--- src/rtl/button_pkg.sv ---
// Shared constants for the button event counter slice.
//   DEF_*          default parameter values for the top, interface and debouncer
//   MODE_WRAP      counter rolls over from max to 0 (ovf_o sets on the roll)
//   MODE_SATURATE  counter sticks at max (ovf_o sets on the first press at max)
package button_pkg;

    localparam int unsigned DEF_N_CH     = 3;
    localparam int unsigned DEF_FILT_LEN = 8;
    localparam int unsigned DEF_CNT_W    = 8;

    localparam int unsigned MODE_WRAP     = 0;
    localparam int unsigned MODE_SATURATE = 1;

endpackage

--- src/rtl/button_event_counter_if.sv ---
// Bus bundle for button_event_counter.
//   btn_i      raw button levels (asynchronous, bouncing), 1 = pressed
//   clr_i      per-channel synchronous clear of counter and overflow flag
//   state_o    debounced level
//   press_o    one-cycle pulse on debounced 0->1
//   release_o  one-cycle pulse on debounced 1->0
//   cnt_o      packed press counters, channel i at [i*CNT_W +: CNT_W]
//   ovf_o      sticky overflow flags
// slave is the design side, master is the driver side.
interface button_event_counter_if
    import button_pkg::*;
#(
    parameter int unsigned N_CH  = DEF_N_CH,
    parameter int unsigned CNT_W = DEF_CNT_W
);
    logic [N_CH-1:0]       btn_i;
    logic [N_CH-1:0]       clr_i;
    logic [N_CH-1:0]       state_o;
    logic [N_CH-1:0]       press_o;
    logic [N_CH-1:0]       release_o;
    logic [N_CH*CNT_W-1:0] cnt_o;
    logic [N_CH-1:0]       ovf_o;

    modport slave (
        input  btn_i, clr_i,
        output state_o, press_o, release_o, cnt_o, ovf_o
    );

    modport master (
        output btn_i, clr_i,
        input  state_o, press_o, release_o, cnt_o, ovf_o
    );
endinterface

--- src/rtl/button_debounce.sv ---
// Single-channel debouncer: 2-flop synchroniser, sample history, hysteretic
// debounced state and registered edge pulses.
//   clk, rst     clock, asynchronous active-high reset
//   btn_i        raw asynchronous button level
//   state_o      debounced level (registered)
//   press_o      registered pulse, high in the first cycle state_o shows 1
//   release_o    registered pulse, high in the first cycle state_o shows 0
//   press_evt_o  combinational: the coming edge sets state_o (drives the counter)
module button_debounce
    import button_pkg::*;
#(
    parameter int unsigned FILT_LEN = DEF_FILT_LEN
) (
    input  logic clk,
    input  logic rst,
    input  logic btn_i,
    output logic state_o,
    output logic press_o,
    output logic release_o,
    output logic press_evt_o
);
    logic                sync1_q, sync2_q;
    // Only FILT_LEN-1 older samples are stored; together with sync2_q they form
    // the FILT_LEN-sample window, so state flips on the edge the window fills.
    logic [FILT_LEN-2:0] hist_q;
    logic [FILT_LEN-1:0] hist_d;
    logic                state_q, state_d;
    logic                press_q, release_q;

    always_comb begin
        hist_d = {hist_q, sync2_q};
        state_d = state_q;
        if (&hist_d) begin
            state_d = 1'b1;
        end else if (~|hist_d) begin
            state_d = 1'b0;
        end
    end

    assign press_evt_o = state_d & ~state_q;

    always_ff @(posedge clk or posedge rst) begin
        if (rst) begin
            sync1_q   <= 1'b0;
            sync2_q   <= 1'b0;
            hist_q    <= '0;
            state_q   <= 1'b0;
            press_q   <= 1'b0;
            release_q <= 1'b0;
        end else begin
            sync1_q   <= btn_i;
            sync2_q   <= sync1_q;
            hist_q    <= hist_d[FILT_LEN-2:0];
            state_q   <= state_d;
            press_q   <= state_d & ~state_q;
            release_q <= ~state_d & state_q;
        end
    end

    assign state_o   = state_q;
    assign press_o   = press_q;
    assign release_o = release_q;
endmodule

--- src/rtl/button_event_counter.sv ---
// Multi-channel debounced button event counter.
//   clk, rst  clock, asynchronous active-high reset
//   bus       button_event_counter_if slave: btn_i/clr_i in; state_o, press_o,
//             release_o, cnt_o, ovf_o out
// Each channel has its own debouncer and press counter; a clear beats a
// coincident press on the counter but never touches the debounce path.
module button_event_counter
    import button_pkg::*;
#(
    parameter int unsigned N_CH     = DEF_N_CH,
    parameter int unsigned FILT_LEN = DEF_FILT_LEN,
    parameter int unsigned CNT_W    = DEF_CNT_W,
    parameter int unsigned SATURATE = MODE_WRAP
) (
    input  logic                   clk,
    input  logic                   rst,
    button_event_counter_if.slave  bus
);
    // Any value other than MODE_SATURATE behaves as wrap.
    localparam bit SAT_EN = (SATURATE != MODE_WRAP) && (SATURATE == MODE_SATURATE);
    localparam logic [CNT_W-1:0] CNT_MAX = '1;

    logic [N_CH-1:0] state, press, release_p, press_evt;

    for (genvar i = 0; i < N_CH; i++) begin : g_ch
        logic [CNT_W-1:0] cnt_q;
        logic             ovf_q;

        button_debounce #(
            .FILT_LEN (FILT_LEN)
        ) u_debounce (
            .clk         (clk),
            .rst         (rst),
            .btn_i       (bus.btn_i[i]),
            .state_o     (state[i]),
            .press_o     (press[i]),
            .release_o   (release_p[i]),
            .press_evt_o (press_evt[i])
        );

        always_ff @(posedge clk or posedge rst) begin
            if (rst) begin
                cnt_q <= '0;
                ovf_q <= 1'b0;
            end else if (bus.clr_i[i]) begin
                cnt_q <= '0;
                ovf_q <= 1'b0;
            end else if (press_evt[i]) begin
                if (cnt_q == CNT_MAX) begin
                    ovf_q <= 1'b1;
                    if (!SAT_EN) begin
                        cnt_q <= '0;
                    end
                end else begin
                    cnt_q <= cnt_q + 1'b1;
                end
            end
        end

        assign bus.cnt_o[i*CNT_W +: CNT_W] = cnt_q;
        assign bus.ovf_o[i]                = ovf_q;
    end

    assign bus.state_o   = state;
    assign bus.press_o   = press;
    assign bus.release_o = release_p;
endmodule

--- src/flat_wrapper.sv ---
// flat-port wrapper written by rule: the top's interface ports become plain ports
module button_event_counter_flat import button_pkg::*;
#(
    parameter int unsigned N_CH     = DEF_N_CH,
    parameter int unsigned FILT_LEN = DEF_FILT_LEN,
    parameter int unsigned CNT_W    = DEF_CNT_W,
    parameter int unsigned SATURATE = MODE_WRAP
)
  (clk, rst, bus_btn_i, bus_clr_i, bus_state_o, bus_press_o, bus_release_o, bus_cnt_o, bus_ovf_o);
  button_event_counter_if #(.N_CH(N_CH), .CNT_W(CNT_W)) bus_i ();
  input  logic clk;
  input  logic rst;
  input wire logic [$bits(bus_i.btn_i)-1:0] bus_btn_i;
  input wire logic [$bits(bus_i.clr_i)-1:0] bus_clr_i;
  output wire logic [$bits(bus_i.state_o)-1:0] bus_state_o;
  output wire logic [$bits(bus_i.press_o)-1:0] bus_press_o;
  output wire logic [$bits(bus_i.release_o)-1:0] bus_release_o;
  output wire logic [$bits(bus_i.cnt_o)-1:0] bus_cnt_o;
  output wire logic [$bits(bus_i.ovf_o)-1:0] bus_ovf_o;
  assign bus_i.btn_i = bus_btn_i;
  assign bus_i.clr_i = bus_clr_i;
  assign bus_state_o = bus_i.state_o;
  assign bus_press_o = bus_i.press_o;
  assign bus_release_o = bus_i.release_o;
  assign bus_cnt_o = bus_i.cnt_o;
  assign bus_ovf_o = bus_i.ovf_o;
  button_event_counter #(.N_CH(N_CH), .FILT_LEN(FILT_LEN), .CNT_W(CNT_W), .SATURATE(SATURATE)) u_core (.clk(clk), .rst(rst), .bus(bus_i));
endmodule
--- config.mk ---
export PLATFORM = sky130hd
export DESIGN_NAME = button_event_counter_flat
export DESIGN_NICKNAME = d
export VERILOG_FILES = /design/src/rtl/button_pkg.sv /design/src/rtl/button_event_counter_if.sv /design/src/rtl/button_debounce.sv /design/src/rtl/button_event_counter.sv /design/src/flat_wrapper.sv
export SDC_FILE = /design/constraint.sdc
export NUM_CORES = 1
export LEC_CHECK = 0
export ABC_AREA = 1
export CORE_MARGIN = 1
export CORE_UTILIZATION = 53
export CTS_BUF_LIST = sky130_fd_sc_hd__clkbuf_16
export DETAILED_ROUTE_END_ITERATION = 16
export PLACE_DENSITY = 0.79
export SYNTH_ARGS = -nofsm -noshare
export SYNTH_HDL_FRONTEND = slang
export SYNTH_SLANG_ARGS = --single-unit
--- constraint.sdc ---
create_clock -name clk -period 2.5 [get_ports clk]
set_clock_uncertainty 0.05 [all_clocks]
set_input_delay 0.25 -clock clk [delete_from_list [all_inputs] [get_ports clk]]
set_output_delay 0.25 -clock clk [all_outputs]
set_load 0.01 [all_outputs]
[Word-level counts from Yosys, hierarchy flattened]
Index checks and enable logic that the tools add are counted.
Storage, ports and cells
  register bits: 63
  input bits: 8
  output and inout port bits: 36
  word-level logic and storage cells: 81
Operators by class
  add/sub/neg operators: 3
  equality and inequality tests: 3
  muxes and demuxes: 24
  bitwise gates (word level): 12
  reductions and logical operators: 15
Operators by type and width (count)
  $mux 8: 9
  $add 8x1->8 const B: 3
  $eq 8x8->1 const B: 3
  $reduce_and 8->1: 3
  $reduce_or 8->1: 3
  $mux 1: 15
  $reduce_bool 2->1: 6
  $and 1x1->1: 6
  $not 1->1: 6
  $reduce_and 2->1: 3

[Longest topological paths before layout]
  depth in word-level cells: 6
  mapped depth: 8
  gate-level depth less buffers: 8

[Cells and area by module]
From an unflattened synthesis, not the netlist that was laid out.
Second synthesis, totals
  cell total of the unflattened synthesis: 289
  area, all modules: 2656.3 um2
By module, submodules not included
  button_event_counter: instances 1, cells each 193, area an instance 1522.7 um2, seq. area each 675.6 um2
  button_debounce: instances 3, cells each 32, area an instance 377.9 um2, seq. area each 300.3 um2

[Worst setup path before layout]
No wires, ideal clock.
  kind: reg-to-reg
  start point: register u_core.g_ch[2].cnt_q[1]
  end point: register u_core.g_ch[2].ovf_q
  setup time: 0.117 ns
  data arrival time: 1.167 ns
  required time: 2.333 ns
  path slack: 1.166 ns
  stages on the path, launching flop included: 9
  path buffers: 0
  clock period less this slack: 1.334 ns
  cells stage by stage: dfrtp_1 ha_1 nand2_2 nor2_4 nand3_2 nand2_1 nand2_2 nand2_1 o21ai_2
On the way
  word-level cells in the longest chain between the ends: 3
RTL lines
  from (decl): RTL line button_event_counter.sv:26  | logic [CNT_W-1:0] cnt_q;
  from (signal assigned): RTL line button_event_counter.sv:55  | cnt_q <= cnt_q + 1'b1;
  $eq 8x8->1: RTL line button_event_counter.sv:49  | if (cnt_q == CNT_MAX) begin
  $reduce_bool 2->1 (no line)
  $reduce_and 2->1 (no line)
  to (signal assigned): RTL line button_event_counter.sv:44  | ovf_q <= 1'b0;
  to (signal assigned): RTL line button_event_counter.sv:47  | ovf_q <= 1'b0;
  to (signal assigned): RTL line button_event_counter.sv:50  | ovf_q <= 1'b1;
  to (decl): RTL line button_event_counter.sv:27  | logic ovf_q;
No other way between the ends.
A chain may end at the register's enable or synchronous reset.

[Worst setup path in the final report]
  start point: register u_core.g_ch[0].cnt_q[5]
  end point: output bus_cnt_o[5]
RTL lines
  from (decl): RTL line button_event_counter.sv:26
  from (signal assigned): RTL line button_event_counter.sv:55
  to (decl): RTL line flat_wrapper.sv:18  | output wire logic [$bits(bus_i.cnt_o)-1:0] bus_cnt_o;
No word-level cell between the ends.

==> qor.yml <==
outcome: "complete, no violations"
drv_slew: 0
nets: 360
crit-reg2reg-launch: "u_core.g_ch[2].cnt_q[1]"
path_buf_inv: 1
place_congestion: 0.9196
worstSetupPathType: "reg2out"
startpoint: "u_core.g_ch[0].cnt_q[5]"
ff2ff_path_depth: 8
vdd_drop_max_uv: 544.3
core_um2: 5107
final_util_pct: 69.40
synthCells: 306
start_kind: "flip-flop"
max_cap_violations: 0
cts_buffers: 9
initial_core_util_pct: 55.12
design.die.area_um2: 5607
rsz0062_at_grt: "no"
power_density_nw_per_um2: 663.5
fin_hold_ws_ps: 267.9
clock_sinks: 63
track_usage_pct: 20.76
cts-resized-gates: 0
post-route-min-period_ps: 1636
crit_chain: "clkdlybuf4s50_1"
reg2reg_slack_ps: 980
drtAntennaViolNets: 0
cp_max_fo: 6
route.vias.total: 2071
pre_cts_slack_ps: 978.1
synth_top_flop_cell: "dfrtp_1"
viasPerCell: 4.884
dpl.hpwl_mm: 3.424
clkSlewWorstSetupHoldPaths_ps: 50
fmax_ghz: 0.6111
antenna_cells: 0
worst_pin_slew_ps: 322.2
io_buffers: 43
fillerInstances: 414
grt_pass1_wl_mm: 8.459
cp_top_family: "buffers and inverters"
post-cts-setup-buffers: 0
synthArstFlopShare_pct: 100.0
syn_nets: 317
hold_buffers: 0
rows: 26
yosysUniqueCellTypes: 22
leakagePower_nw: 1.671
cp_num_cells: 1
final_area_um2: 3545
drt_pass1_iterations: 4
synth_area_um2: 2815
end_kind: "output port"
final_cell_mix: "76 x nand2_1, 63 x dfrtp_1, 43 x clkdlybuf4s50_1"
place_area_um2: 3263
syn_area_per_cell_um2: 9.200
crit_required_ps: 2200
setup_viol: 0
yosysWarningCount: 0
routedWlPerCell_um: 12.08
cts_max_level: 3
synth_seq_area_share_pct: 56.00
cts.path.max_buffers: 2
routed_wl_mm: 5.120
multi_input_area_um2: 1025
slew_headroom_pct: 78.52
grt_overflow_total: 0
grt_max_degree: 64
area_growth_pct: 25.91
slowest_delay_ps: 580
slowest_stage: "clkdlybuf4s50_1"
drtIter0Drc: 101
cts-root-buf: "clkbuf_16"
r2r-end: "u_core.g_ch[2].ovf_q"
fin_setup_tns_ps: 0
die_y_um: 74.88
tritoncts: "yes"
fin_crit_sh_pct: 65.46
final_common_cell: "nand2_1"
hold_path.class: "in2async"
layout-drive-gt1-share_pct: 16.10
seq_area_um2: 1577
grt_pass1_vias: 1900
arrival_ps: 1340
ys_ff_latch: 63
drc_errors: 0
setup_ws_ps: 863.6
synth-edff-count: 0
ios: 44
die_w_um: 74.88
hold_violations: 0
antenna_found_initial: 0
clock_latency_ps: 320
-- cells by family (layout without fill, tap and decap cells) --
family	count (synthesis)	after routing	synth area share (%)
fa+ha+maj	3	3	1.333
simple gates	167	167	28.98
flops	63	63	56.00
buf+inv	45	93	7.600
compound gates	25	25	5.156
xor+xnor	3	3	0.9335
-- cell usage after synthesis (4+ instances only) --
| library cell | number | area share, % |
|---|---|---|
| nor2_1 | 33 | 4.4 |
| nand2_2 | 10 | 2.2 |
| nor2_2 | 9 | 2.0 |
| nand3_2 | 6 | 2.1 |
| buf_4 | 12 | 3.2 |
| nor2_4 | 5 | 2.0 |
| inv_2 | 4 | 0.53 |
| nand2_1 | 76 | 10 |
| o21ai_0 | 10 | 1.8 |
| nand3_1 | 15 | 2.7 |
| nand4_1 | 9 | 2.0 |
| dfrtp_1 | 63 | 56 |
| inv_1 | 28 | 3.7 |
| a21oi_1 | 9 | 1.6 |
-- metal layers --
layer | GRT usage [%] | wire length, um | vias to the layer above
met1 | 27.04 | 2338 | 971
met3 | 5.221 | 156 | 8
li1 | - | - | 1053
met4 | 10.69 | 81 | 0
met5 | 0 | 0 | -
met2 | 32.33 | 2544 | 39
-- metrics by stage --
step	instances	total power [mW]
floorplan	306	1.172
global placement	408	1.212
detailed placement	408	1.217
CTS	424	2.380
global route	424	2.438
finish	424	2.352
-- power by group --
group	internal, mW	switching (mW)	total [mW]
logic	0.0494	0.0719	0.121
registers	1.06	0.0223	1.08
clock network	0.753	0.400	1.15
-- how the worst max path moves through the flow --
stage | to | slack [ps]
2_1_floorplan | u_core.g_ch[0].cnt_q[0] | 630
3_3_place_gp | u_core.g_ch[0].ovf_q | 1000
3_5_place_dp | u_core.g_ch[0].ovf_q | 980
4_1_cts | bus_cnt_o[13] | 850
5_1_grt | bus_cnt_o[13] | 800
6_report | bus_cnt_o[5] | 860
-- flip-flops by register name, summed over array words and instances (netlist names) --
name,cells
u_core.g_ch.cnt_q,24
u_core.g_ch.u_debounce.hist_q,21
u_core.g_ch.ovf_q,3
u_core.g_ch.u_debounce.press_o,3
u_core.g_ch.u_debounce.release_o,3
u_core.g_ch.u_debounce.state_o,3
u_core.g_ch.u_debounce.sync1_q,3
u_core.g_ch.u_debounce.sync2_q,3
-- final cells by class --
cell class | count | area share, %
Clock buffer | 9 | 6.354
Clock inverter | 7 | 1.588
Inverter | 33 | 3.495
Multi-Input combinational cell | 198 | 28.91
Sequential cell | 63 | 44.48
Tap cell | 70 | 2.471
Timing Repair Buffer | 44 | 12.71
Power figures use the tool's default switching activity.
